==> src/rtl/oai22_bank_pkg.sv <==
// oai22_bank_pkg: shared types and constants for the OAI22 lane bank and its self-test.
// Holds the self-test FSM state encoding, LFSR width, feedback taps and default seed.
// Also provides the LFSR next-state and OAI22 helper functions used by the RTL.
package oai22_bank_pkg;

  typedef enum logic [1:0] {
    ST_IDLE = 2'd0,
    ST_RUN  = 2'd1,
    ST_DONE = 2'd2
  } state_t;

  localparam int                LFSR_W       = 16;
  // Feedback taps at bits 15, 13, 12 and 10.
  localparam logic [LFSR_W-1:0] LFSR_TAPS    = 16'hB400;
  localparam logic [LFSR_W-1:0] DEFAULT_SEED = 16'hACE1;

  // One Fibonacci step: shift left, feed the XOR of the tapped bits into bit 0.
  function automatic logic [LFSR_W-1:0] lfsr_next(input logic [LFSR_W-1:0] v);
    return {v[LFSR_W-2:0], ^(v & LFSR_TAPS)};
  endfunction

  function automatic logic oai22(input logic a0, input logic a1, input logic b0, input logic b1);
    return ~((a0 | a1) & (b0 | b1));
  endfunction

endpackage

==> src/rtl/oai22_bank_lfsr.sv <==
// oai22_bank_lfsr: 16-bit Fibonacci shift register with an XOR-in port (LFSR when din=0, MISR otherwise).
// Latency: one step per enabled clock; load has priority over step and restores INIT.
// Only built when OAI22_BANK_BIST_EN is defined; the bank has no self-test logic otherwise.
`ifdef OAI22_BANK_BIST_EN
module oai22_bank_lfsr
  import oai22_bank_pkg::*;
#(
  parameter logic [LFSR_W-1:0] INIT = DEFAULT_SEED
) (
  input  logic              clk,
  input  logic              rst_n,
  input  logic              load,
  input  logic              step,
  input  logic [LFSR_W-1:0] din,
  output logic [LFSR_W-1:0] q
);

  // Register: reset/load to INIT, otherwise advance and fold in din when stepping
  always_ff @(posedge clk or negedge rst_n) begin
    if (!rst_n) begin
      q <= INIT;
    end else if (load) begin
      q <= INIT;
    end else if (step) begin
      q <= lfsr_next(q) ^ din;
    end
  end

endmodule
`endif

==> src/rtl/oai22_bank.sv <==
// oai22_bank: LANES independent registered OAI22 gates with an optional built-in self-test.
// Latency: Y one cycle after capture (EN=1); self-test takes NVEC+1 cycles after START is sampled.
// Self-test present only with OAI22_BANK_BIST_EN defined; otherwise START is ignored and BUSY/DONE/SIG are 0.
module oai22_bank
  import oai22_bank_pkg::*;
#(
  parameter int                LANES = 8,
  parameter int                NVEC  = 256,
  parameter logic [LFSR_W-1:0] SEED  = DEFAULT_SEED
) (
  input  logic              CLK,
  input  logic              RN,
  input  logic              EN,
  input  logic [LANES-1:0]  A0,
  input  logic [LANES-1:0]  A1,
  input  logic [LANES-1:0]  B0,
  input  logic [LANES-1:0]  B1,
  output logic [LANES-1:0]  Y,
  input  logic              START,
  output logic              BUSY,
  output logic              DONE,
  output logic [LFSR_W-1:0] SIG
);

  logic [LANES-1:0] f_func;

  // Per-lane OAI22 of the pin operands
  always_comb begin
    f_func = '0;
    for (int i = 0; i < LANES; i++) begin
      f_func[i] = oai22(A0[i], A1[i], B0[i], B1[i]);
    end
  end

`ifdef OAI22_BANK_BIST_EN
  state_t            state;
  logic [16:0]       cnt;
  logic [LFSR_W-1:0] lfsr_q;
  logic [LFSR_W-1:0] misr_q;
  logic [LANES-1:0]  f_bist;
  logic              run_entry;
  logic              lfsr_step;
  logic              misr_step;

  // A START outside RUN restarts the test; cnt counts vectors already captured into Y.
  assign run_entry = START && (state != ST_RUN);
  assign lfsr_step = (state == ST_RUN) && (cnt < 17'(NVEC));
  // Y holds a test result only from the second RUN edge on, so the MISR waits one cycle.
  assign misr_step = (state == ST_RUN) && (cnt != 17'd0);

  // Per-lane OAI22 with operands taken from consecutive LFSR bits, four per lane
  always_comb begin
    f_bist = '0;
    for (int i = 0; i < LANES; i++) begin
      f_bist[i] = oai22(lfsr_q[4'((4 * i) % 16)],     lfsr_q[4'((4 * i + 1) % 16)],
                        lfsr_q[4'((4 * i + 2) % 16)], lfsr_q[4'((4 * i + 3) % 16)]);
    end
  end

  oai22_bank_lfsr #(.INIT(SEED)) u_lfsr (
    .clk   (CLK),
    .rst_n (RN),
    .load  (run_entry),
    .step  (lfsr_step),
    .din   ('0),
    .q     (lfsr_q)
  );

  oai22_bank_lfsr #(.INIT(16'h0000)) u_misr (
    .clk   (CLK),
    .rst_n (RN),
    .load  (run_entry),
    .step  (misr_step),
    .din   (LFSR_W'(Y)),
    .q     (misr_q)
  );

  // Self-test sequencer with registered BUSY/DONE; START during RUN is ignored
  always_ff @(posedge CLK or negedge RN) begin
    if (!RN) begin
      state <= ST_IDLE;
      cnt   <= '0;
      BUSY  <= 1'b0;
      DONE  <= 1'b0;
    end else begin
      case (state)
        ST_RUN: begin
          if (cnt == 17'(NVEC)) begin
            state <= ST_DONE;
            BUSY  <= 1'b0;
            DONE  <= 1'b1;
          end else begin
            cnt <= cnt + 17'd1;
          end
        end
        default: begin
          if (START) begin
            state <= ST_RUN;
            cnt   <= '0;
            BUSY  <= 1'b1;
            DONE  <= 1'b0;
          end
        end
      endcase
    end
  end

  assign SIG = DONE ? misr_q : '0;
`else
  logic [LFSR_W:0] cfg_unused;

  assign cfg_unused = {START, SEED ^ LFSR_W'(NVEC)};
  assign BUSY       = 1'b0;
  assign DONE       = 1'b0;
  assign SIG        = '0;
`endif

  // Lane result register: test vectors every cycle while running, else EN-gated pin results
  always_ff @(posedge CLK or negedge RN) begin
    if (!RN) begin
      Y <= '0;
    end
`ifdef OAI22_BANK_BIST_EN
    else if (state == ST_RUN) begin
      Y <= f_bist;
    end
`endif
    else if (EN) begin
      Y <= f_func;
    end
  end

endmodule
==> config.mk <==
export PLATFORM = sky130hd
export DESIGN_NAME = oai22_bank
export DESIGN_NICKNAME = d
export VERILOG_FILES = /design/src/rtl/oai22_bank_pkg.sv /design/src/rtl/oai22_bank_lfsr.sv /design/src/rtl/oai22_bank.sv
export SDC_FILE = /design/constraint.sdc
export NUM_CORES = 1
export LEC_CHECK = 0
export ABC_AREA = 1
export BUFFER_PORTS_ARGS = -buffer_cell sky130_fd_sc_hd__buf_2
export CAP_MARGIN = 0
export CORE_UTILIZATION = 36
export CTS_CLUSTER_SIZE = 10
export DETAILED_ROUTE_END_ITERATION = 6
export GPL_ROUTABILITY_DRIVEN = 0
export PLACE_DENSITY = 0.79
export SYNTH_ARGS = -nofsm -noshare
export SYNTH_HDL_FRONTEND = slang
export SYNTH_SLANG_ARGS = --single-unit
==> constraint.sdc <==
create_clock -name CLK -period 0.8 [get_ports CLK]
set_clock_uncertainty 0.1 [all_clocks]
set_input_delay 0.04 -clock CLK [delete_from_list [all_inputs] [get_ports CLK]]
set_output_delay 0.04 -clock CLK [all_outputs]
set_load 0.02 [all_outputs]
# Word-level counts from Yosys, hierarchy flattened
# Cells that the tools add are included.
# Widths: inputs -> output; s select.
[op_classes]
muxes = 0
addsub = 0
n_eq_ne = 0
multipliers = 0
div = 0
reduce_logical = 0
bitwise = 32
n_shift = 0
magnitude_cmp = 0
[ops]
columns = ["operator", "count"]
rows = [
  ["$or 1x1->1", 16],
  ["$and 1x1->1", 8],
  ["$not 1->1", 8],
]
[word_totals]
mem_bits_rw = 0
in_bits = 36
latchBits = 0
n_memories = 0
wordCells = 33
rom_bits = 0
ff_bits = 8

# Longest topological paths before layout
# Gate-level depths: netlist of the first run.
[depth]
depth_word = 3
mapped_depth = 5
mapped_depth_nobuf = 5

# Least setup slack after synthesis of the first run
# No wires, ideal clock.
[synth_path]
kind = "reg-to-reg"
start = "register, netlist name Y[0]"
end = "register Y[0]"
setup_slack_ns = 0.020
path_stages_with_launch = 3
arrival_ns = 0.563
synth_period_minus_slack_ns = 0.780
setup_time_ns = 0.116
required_ns = 0.584
path_cell_list = "dfrtp_1 > nand2_1 > nand2_1"
[synth_rtl]
columns = ["item", "line", "source"]
rows = [
  ["to (signal assigned)", "oai22_bank.sv:129", "Y <= f_func;"],
  ["to (decl)", "oai22_bank.sv:18", "output logic [LANES-1:0] Y,"],
]

# Final worst setup path of the first run
[layout_path]
start = "register Y[6]"
end = "output port Y[6]"
# No word-level cell between the ends.

==> results of run 1 <==
cell type report:
cell class	instances	area, um^2
Clock buffer	3	22.52
Fill cell	186	760.7
Inverter	33	123.9
Multi-Input combinational cell	66	257.7
Sequential cell	8	200.2
Tap cell	25	31.28
Timing Repair Buffer	48	311.5
metal layers:
layer | global-route usage (%) | wire (um)
met5 | 0 | 0
met2 | 27.94 | 711
met3 | 2.449 | 109
met4 | 3.636 | 0
met1 | 12.25 | 462
stage by stage:
| step | utilization (%) | hold WS, ns |
|---|---|---|
| 2_1_floorplan | - | -0.3556 |
| 3_3_place_gp | 47.62 | -0.2139 |
| 3_5_place_dp | 47.62 | -0.2132 |
| 4_1_cts | 53.26 | 0.002614 |
| 5_1_grt | 55.46 | 0.03073 |
| 6_report | 55.46 | 0.01090 |
Yosys cell counts:
master and count:
sky130_fd_sc_hd__dfrtp_1 8, sky130_fd_sc_hd__nand2_1 48, sky130_fd_sc_hd__inv_1 32, sky130_fd_sc_hd__buf_6 1, sky130_fd_sc_hd__conb_1 1, sky130_fd_sc_hd__buf_4 18
sky130_fd_sc_hd__inv_2 1
power by group:
| group | internal, uW | total (uW) | switching [uW] | leakage, uW |
|---|---|---|---|---|
| Combinational | 219 | 477 | 258 | 0.000587 |
| Clock | 170 | 281 | 111 | 0.0000138 |
| Sequential | 448 | 479 | 30.7 | 0.0000991 |
logic make-up after synthesis:
family	share of synthesized area, %
other	0.5731
buffers and inverters	41.30
and+or+nand+nor	27.53
DFF	30.59
what timing repair did:
| item | CTS | global route |
|---|---|---|
| hold endpoints to repair | 8 | 0 |
| hold buffers | 1 | 0 |
| pin swaps | 1 | 1 |
| setup buffers | 2 | 3 |
| endpoints found under the setup margin | 8 | 10 |
| gates resized for setup | 16 | 5 |
worst max path at each step:
stage	start	end
after CTS	Y[5]$_DFFE_PN0P_	Y[5]
after global placement	EN	Y[2]$_DFFE_PN0P_
final	Y[6]$_DFFE_PN0P_	Y[6]
after floorplan	Y[0]$_DFFE_PN0P_	Y[0]$_DFFE_PN0P_
after global routing	Y[5]$_DFFE_PN0P_	Y[5]
after detailed placement	Y[4]$_DFFE_PN0P_	Y[4]$_DFFE_PN0P_
tightest hold or removal path: cells and delay by family:
family        cells  cell delay [ns]
simple gates      4             0.17
buf+inv           2             0.10
==> summary.md, run 1 <==
## Outcome
* **run status** complete, but fails checks
* **violated checks** setup timing

## STA
* **final slew viol count** 0
* **final period demand of the worst path** 0.9099 ns
* **Final Setup Violations** 13
* **RSZ-0062 raised after global routing** yes
* **post-route setup slack** -0.1099 ns
* **maximum clock frequency** 1.099 GHz
* **final cycle utilization of the critical path** 113.7%
* **Total Negative Setup Slacks** -0.9516 ns
* **final-report hold violation count** 0

## Clock tree
* **number of buffers on the longest clock path** 2
* **later-pin clock latency in the skew report** 0.24 ns
* **CTS buffer count** 3
* **TritonCTS clock tree** done
* **clk slew on worst S/H paths** 0.05 ns
* **CTS root buf** sky130_fd_sc_hd__clkbuf_4
* **H-tree lvl count** 1
* **count of clock tree sinks** 8

## Power and ir drop
* **final total power** 1237 uW
* **total power per unit cell area** 1306 nW/um^2
* **maximum VDD drop** 677.5 uV
* **standby leakage power** 0.0006995 uW

## Drt
* **routed wire length per instance** 7.005 um
* **count of nets left with antenna violations after detail routing** 0
* **via density per instance** 3.617
* **DRT Pass-1 Iters** 3
* **count of vias placed by the detailed router** 662
* **wirelength, routed** 1282 um
* **Iteration-0 DRC Markers** 4
* **Remaining DRCs** 0

## Placed design
* **count of placed standard cells including taps** 174
* **Setup WS pre-CTS** 0.09565 ns
* **placed cell areas** 813.3 um^2
* **DP Wirelength** 1039 um
* **number of buffers added on ports** 42

## Layout
* **most frequent standard cell in the layout excluding fill and tap cells** sky130_fd_sc_hd__nand2_1
* **flip-flop count of the largest register after layout** 8
* **most frequent cells in the layout** sky130_fd_sc_hd__nand2_1 (44), sky130_fd_sc_hd__buf_2 (34), sky130_fd_sc_hd__inv_1 (32), sky130_fd_sc_hd__conb_1 (18), sky130_fd_sc_hd__buf_6 (9)
* **count of inserted antenna diode cells** 0
* **Area growth syn-to-layout** 44.74%
* **layout cells sized above 1** 34.81%
* **Finished Cell Area** 947.2 um^2
* **number of nets in the finished design** 196
* **register name with the most flops** Y
* **largest registers** Y x8
* **non-filler cells in the finished layout** 183

## Worst setup path
* **slowest cell delay on critical path** 0.39 ns
* **crit path buf inv count** 1
* **number of cells on the critical path** 1
* **start-to-end type of the worst setup path** reg -> out
* **cell with the biggest individual delay on the critical path** sky130_fd_sc_hd__dfrtp_1
* **startpoint types** register
* **FF-to-FF path depth** 3
* **arrival time reported for the critical path endpoint** 0.77 ns
* **data required time at the worst endpoint** 0.66 ns
* **Critical Path Sink Type** output port
* **CP cell instances** buf_6
* **Top Family by Delay on Critical Path** flip-flops
* **highest net fanout along the worst path** 2
* **R2R Path End** Y[5]$_DFFE_PN0P_
* **FF-to-FF setup slack** -0.04 ns
* **launch instance of the worst register-to-register path** Y[5]$_DFFE_PN0P_

## Worst hold path
* **hold-critical path endpoint** Y[5]$_DFFE_PN0P_
* **count of cells along the worst hold path** 6
* **Hold Path Class** in -> reg
* **start point of the worst min-delay path** B1[5]

## Logic synthesis
* **Gate Count Post-Synth** 109
* **count of cell types in the netlist** 7
* **average instance area after synthesis** 6.003 um^2
* **sequential area share after synthesis** 30.59%
* **count of warnings emitted by yosys** 0
* **fraction of post-synthesis cell area in the top cell type by area** 30.59%
* **most area-hungry cell type in the Yosys netlist** sky130_fd_sc_hd__dfrtp_1
* **cells taking the most area after synthesis** sky130_fd_sc_hd__dfrtp_1 (31%), sky130_fd_sc_hd__nand2_1 (28%), sky130_fd_sc_hd__buf_4 (21%)
* **Mapped Area** 654.4 um^2
* **flop and latch count out of synthesis** 8

## Job
* **max cap viols** 0

## Global route
* **via count of the first global-routing pass** 544
* **pin count of the biggest net entering global routing** 10
* **Congestion Overflow GR** 0
* **wire length of the first global-routing pass** 1952 um
* **antenna violations before repair** 0
* **GRT Total Usage** 13.16%

## Floorplan
* **initial core utilization** 38.32%
* **Core Box Area** 1708 um^2
* **y dimension of the die** 44.64 um
* **row count** 15
* **Chip Width** 44.64 um
* **die outline area** 1992 um^2
* **number of ports placed on the die boundary** 62

No activity file was read; power rests on OpenSTA's default activity.
==> inputs of run 2 (changes only) <==
Settings changed: CAP_MARGIN 0 to unset, CORE_MARGIN set to 2.
==> run 2 against run 1 <==
  * The flow still finishes with violations (setup timing)
  * Die area is 9.2% higher
  * Count of clock-buffer cells in the layout is the same
  * Flip-flop and latch count did not move
  * Routed wire length grew 7.5%
  * Power up 1.3%
  * Critical endpoint is now Y[2]
==> summary.md, run 2 (same netlist as run 1, synthesis figures left out) <==
## Worst hold path
* **Hold Path Class** in -> reg
* **count of cells along the worst hold path** 6

## Layout
* **count of inserted antenna diode cells** 0
* **most frequent standard cell in the layout excluding fill and tap cells** sky130_fd_sc_hd__nand2_1
* **register name with the most flops** Y
* **largest registers** Y x8
* **most frequent cells in the layout** sky130_fd_sc_hd__nand2_1 (45), sky130_fd_sc_hd__buf_2 (34), sky130_fd_sc_hd__inv_1 (32), sky130_fd_sc_hd__conb_1 (18), sky130_fd_sc_hd__buf_6 (9)
* **Finished Cell Area** 952.2 um^2
* **flip-flop count of the largest register after layout** 8
* **number of fill cells in the layout** 180
* **Area growth syn-to-layout** 45.51%
* **number of nets in the finished design** 197
* **layout cells sized above 1** 34.59%

## Drt
* **routed wire length per instance** 7.489 um
* **Iteration-0 DRC Markers** 8
* **count of vias placed by the detailed router** 669
* **wirelength, routed** 1378 um
* **count of nets left with antenna violations after detail routing** 0
* **Remaining DRCs** 0
* **via density per instance** 3.636
* **DRT Pass-1 Iters** 2

## Global route
* **via count of the first global-routing pass** 568
* **antenna violations before repair** 0
* **wire length of the first global-routing pass** 2076 um
* **pin count of the biggest net entering global routing** 10
* **GRT Total Usage** 14.17%
* **Congestion Overflow GR** 0

## STA
* **maximum clock frequency** 1.083 GHz
* **final slew viol count** 0
* **Total Negative Setup Slacks** -1.021 ns
* **post-route setup slack** -0.1230 ns
* **Final Setup Violations** 14
* **final-report hold violation count** 0
* **final period demand of the worst path** 0.9230 ns
* **final cycle utilization of the critical path** 115.4%
* **RSZ-0062 raised after global routing** yes

## Outcome
* **run status** complete, but fails checks
* **violated checks** setup timing

## Clock tree
* **CTS root buf** sky130_fd_sc_hd__clkbuf_4
* **H-tree lvl count** 1
* **clk slew on worst S/H paths** 0.05 ns
* **CTS buffer count** 3
* **TritonCTS clock tree** done
* **count of clock tree sinks** 8
* **number of buffers on the longest clock path** 2
* **later-pin clock latency in the skew report** 0.24 ns

## Worst setup path
* **crit path buf inv count** 1
* **highest net fanout along the worst path** 2
* **slowest cell delay on critical path** 0.40 ns
* **number of cells on the critical path** 1
* **data required time at the worst endpoint** 0.66 ns
* **FF-to-FF path depth** 3
* **CP cell instances** buf_6
* **arrival time reported for the critical path endpoint** 0.78 ns
* **Top Family by Delay on Critical Path** flip-flops
* **Critical Path Sink Type** output port
* **startpoint types** register
* **start-to-end type of the worst setup path** reg -> out
* **cell with the biggest individual delay on the critical path** sky130_fd_sc_hd__dfrtp_1

## Placed design
* **number of buffers added on ports** 42
* **placed cell areas** 813.3 um^2
* **DP Wirelength** 1100 um
* **Setup WS pre-CTS** 0.09928 ns

## Power and ir drop
* **maximum VDD drop** 864.3 uV
* **total power per unit cell area** 1316 nW/um^2
* **standby leakage power** 0.0007040 uW

## Floorplan
* **die outline area** 2175 um^2
* **Chip Width** 46.64 um
* **number of ports placed on the die boundary** 62
* **y dimension of the die** 46.64 um
* **Core Box Area** 1727 um^2
* **row count** 15
* **initial core utilization** 37.90%

## Job
* **max cap viols** 0

run 2: cell types whose count changed in the layout (fill, tap and decap cells not counted):
| cell | change |
|---|---|
| sky130_fd_sc_hd__buf_4 | +1 |
| sky130_fd_sc_hd__nand2_1 | +1 |
| sky130_fd_sc_hd__nand2_2 | -1 |
run 2: path summary, 6_finish.rpt:
check	endpoint	slack (ns)	start
worst max-delay path	Y[2]	-0.12	Y[2]$_DFFE_PN0P_
worst min-delay path	Y[2]$_DFFE_PN0P_	0.0001	B1[2]
worst max register to register	Y[4]$_DFFE_PN0P_	-0.04	Y[4]$_DFFE_PN0P_
worst min register to register	Y[6]$_DFFE_PN0P_	0.41	Y[6]$_DFFE_PN0P_
max in group asynchronous	Y[7]$_DFFE_PN0P_	0.37	RN
min in group asynchronous	Y[2]$_DFFE_PN0P_	0.06	RN
run 2: layout make-up:
type | instances | area (um^2) | area share, %
inverter | 33 | 123.9 | 13.01
timing repair buffer | 49 | 319.1 | 33.51
clock buffer | 3 | 22.52 | 2.365
multi-input combinational | 66 | 255.2 | 26.81
tap | 25 | 31.28 | 3.285
sequential | 8 | 200.2 | 21.02
run 2: power breakdown:
part | internal (uW) | switching, uW
sequential | 448 | 30.5
combinational | 224 | 259
clock | 171 | 121
total | 843 | 410
run 2: through the flow:
step | cells | hold slack [ns] | power, uW | util, %
2_1_floorplan | 126 | -0.3556 | 774.9 | -
3_3_place_gp | 174 | -0.2125 | 837.1 | 47.10
3_5_place_dp | 174 | -0.2085 | 849.6 | 47.10
4_1_cts | 182 | -0.001314 | 1247 | 53.77
5_1_grt | 184 | 0.008661 | 1354 | 55.14
6_report | 184 | 0.0001084 | 1253 | 55.14
run 2: what timing repair did:
item,in CTS,in global routing
pin swaps,3,2
buffers inserted,4,2
endpoints found under the setup margin,8,12
hold buffers,1,0
gates resized for setup,17,3
endpoints found under the hold margin,9,0
run 2: metal layers:
metal / global-route usage (%) / part of all wire (%)
met5: 0 / 0
met1: 11.46 / 30
met3: 7.451 / 9.1
met4: 4.444 / 0.51
met2: 28.33 / 60
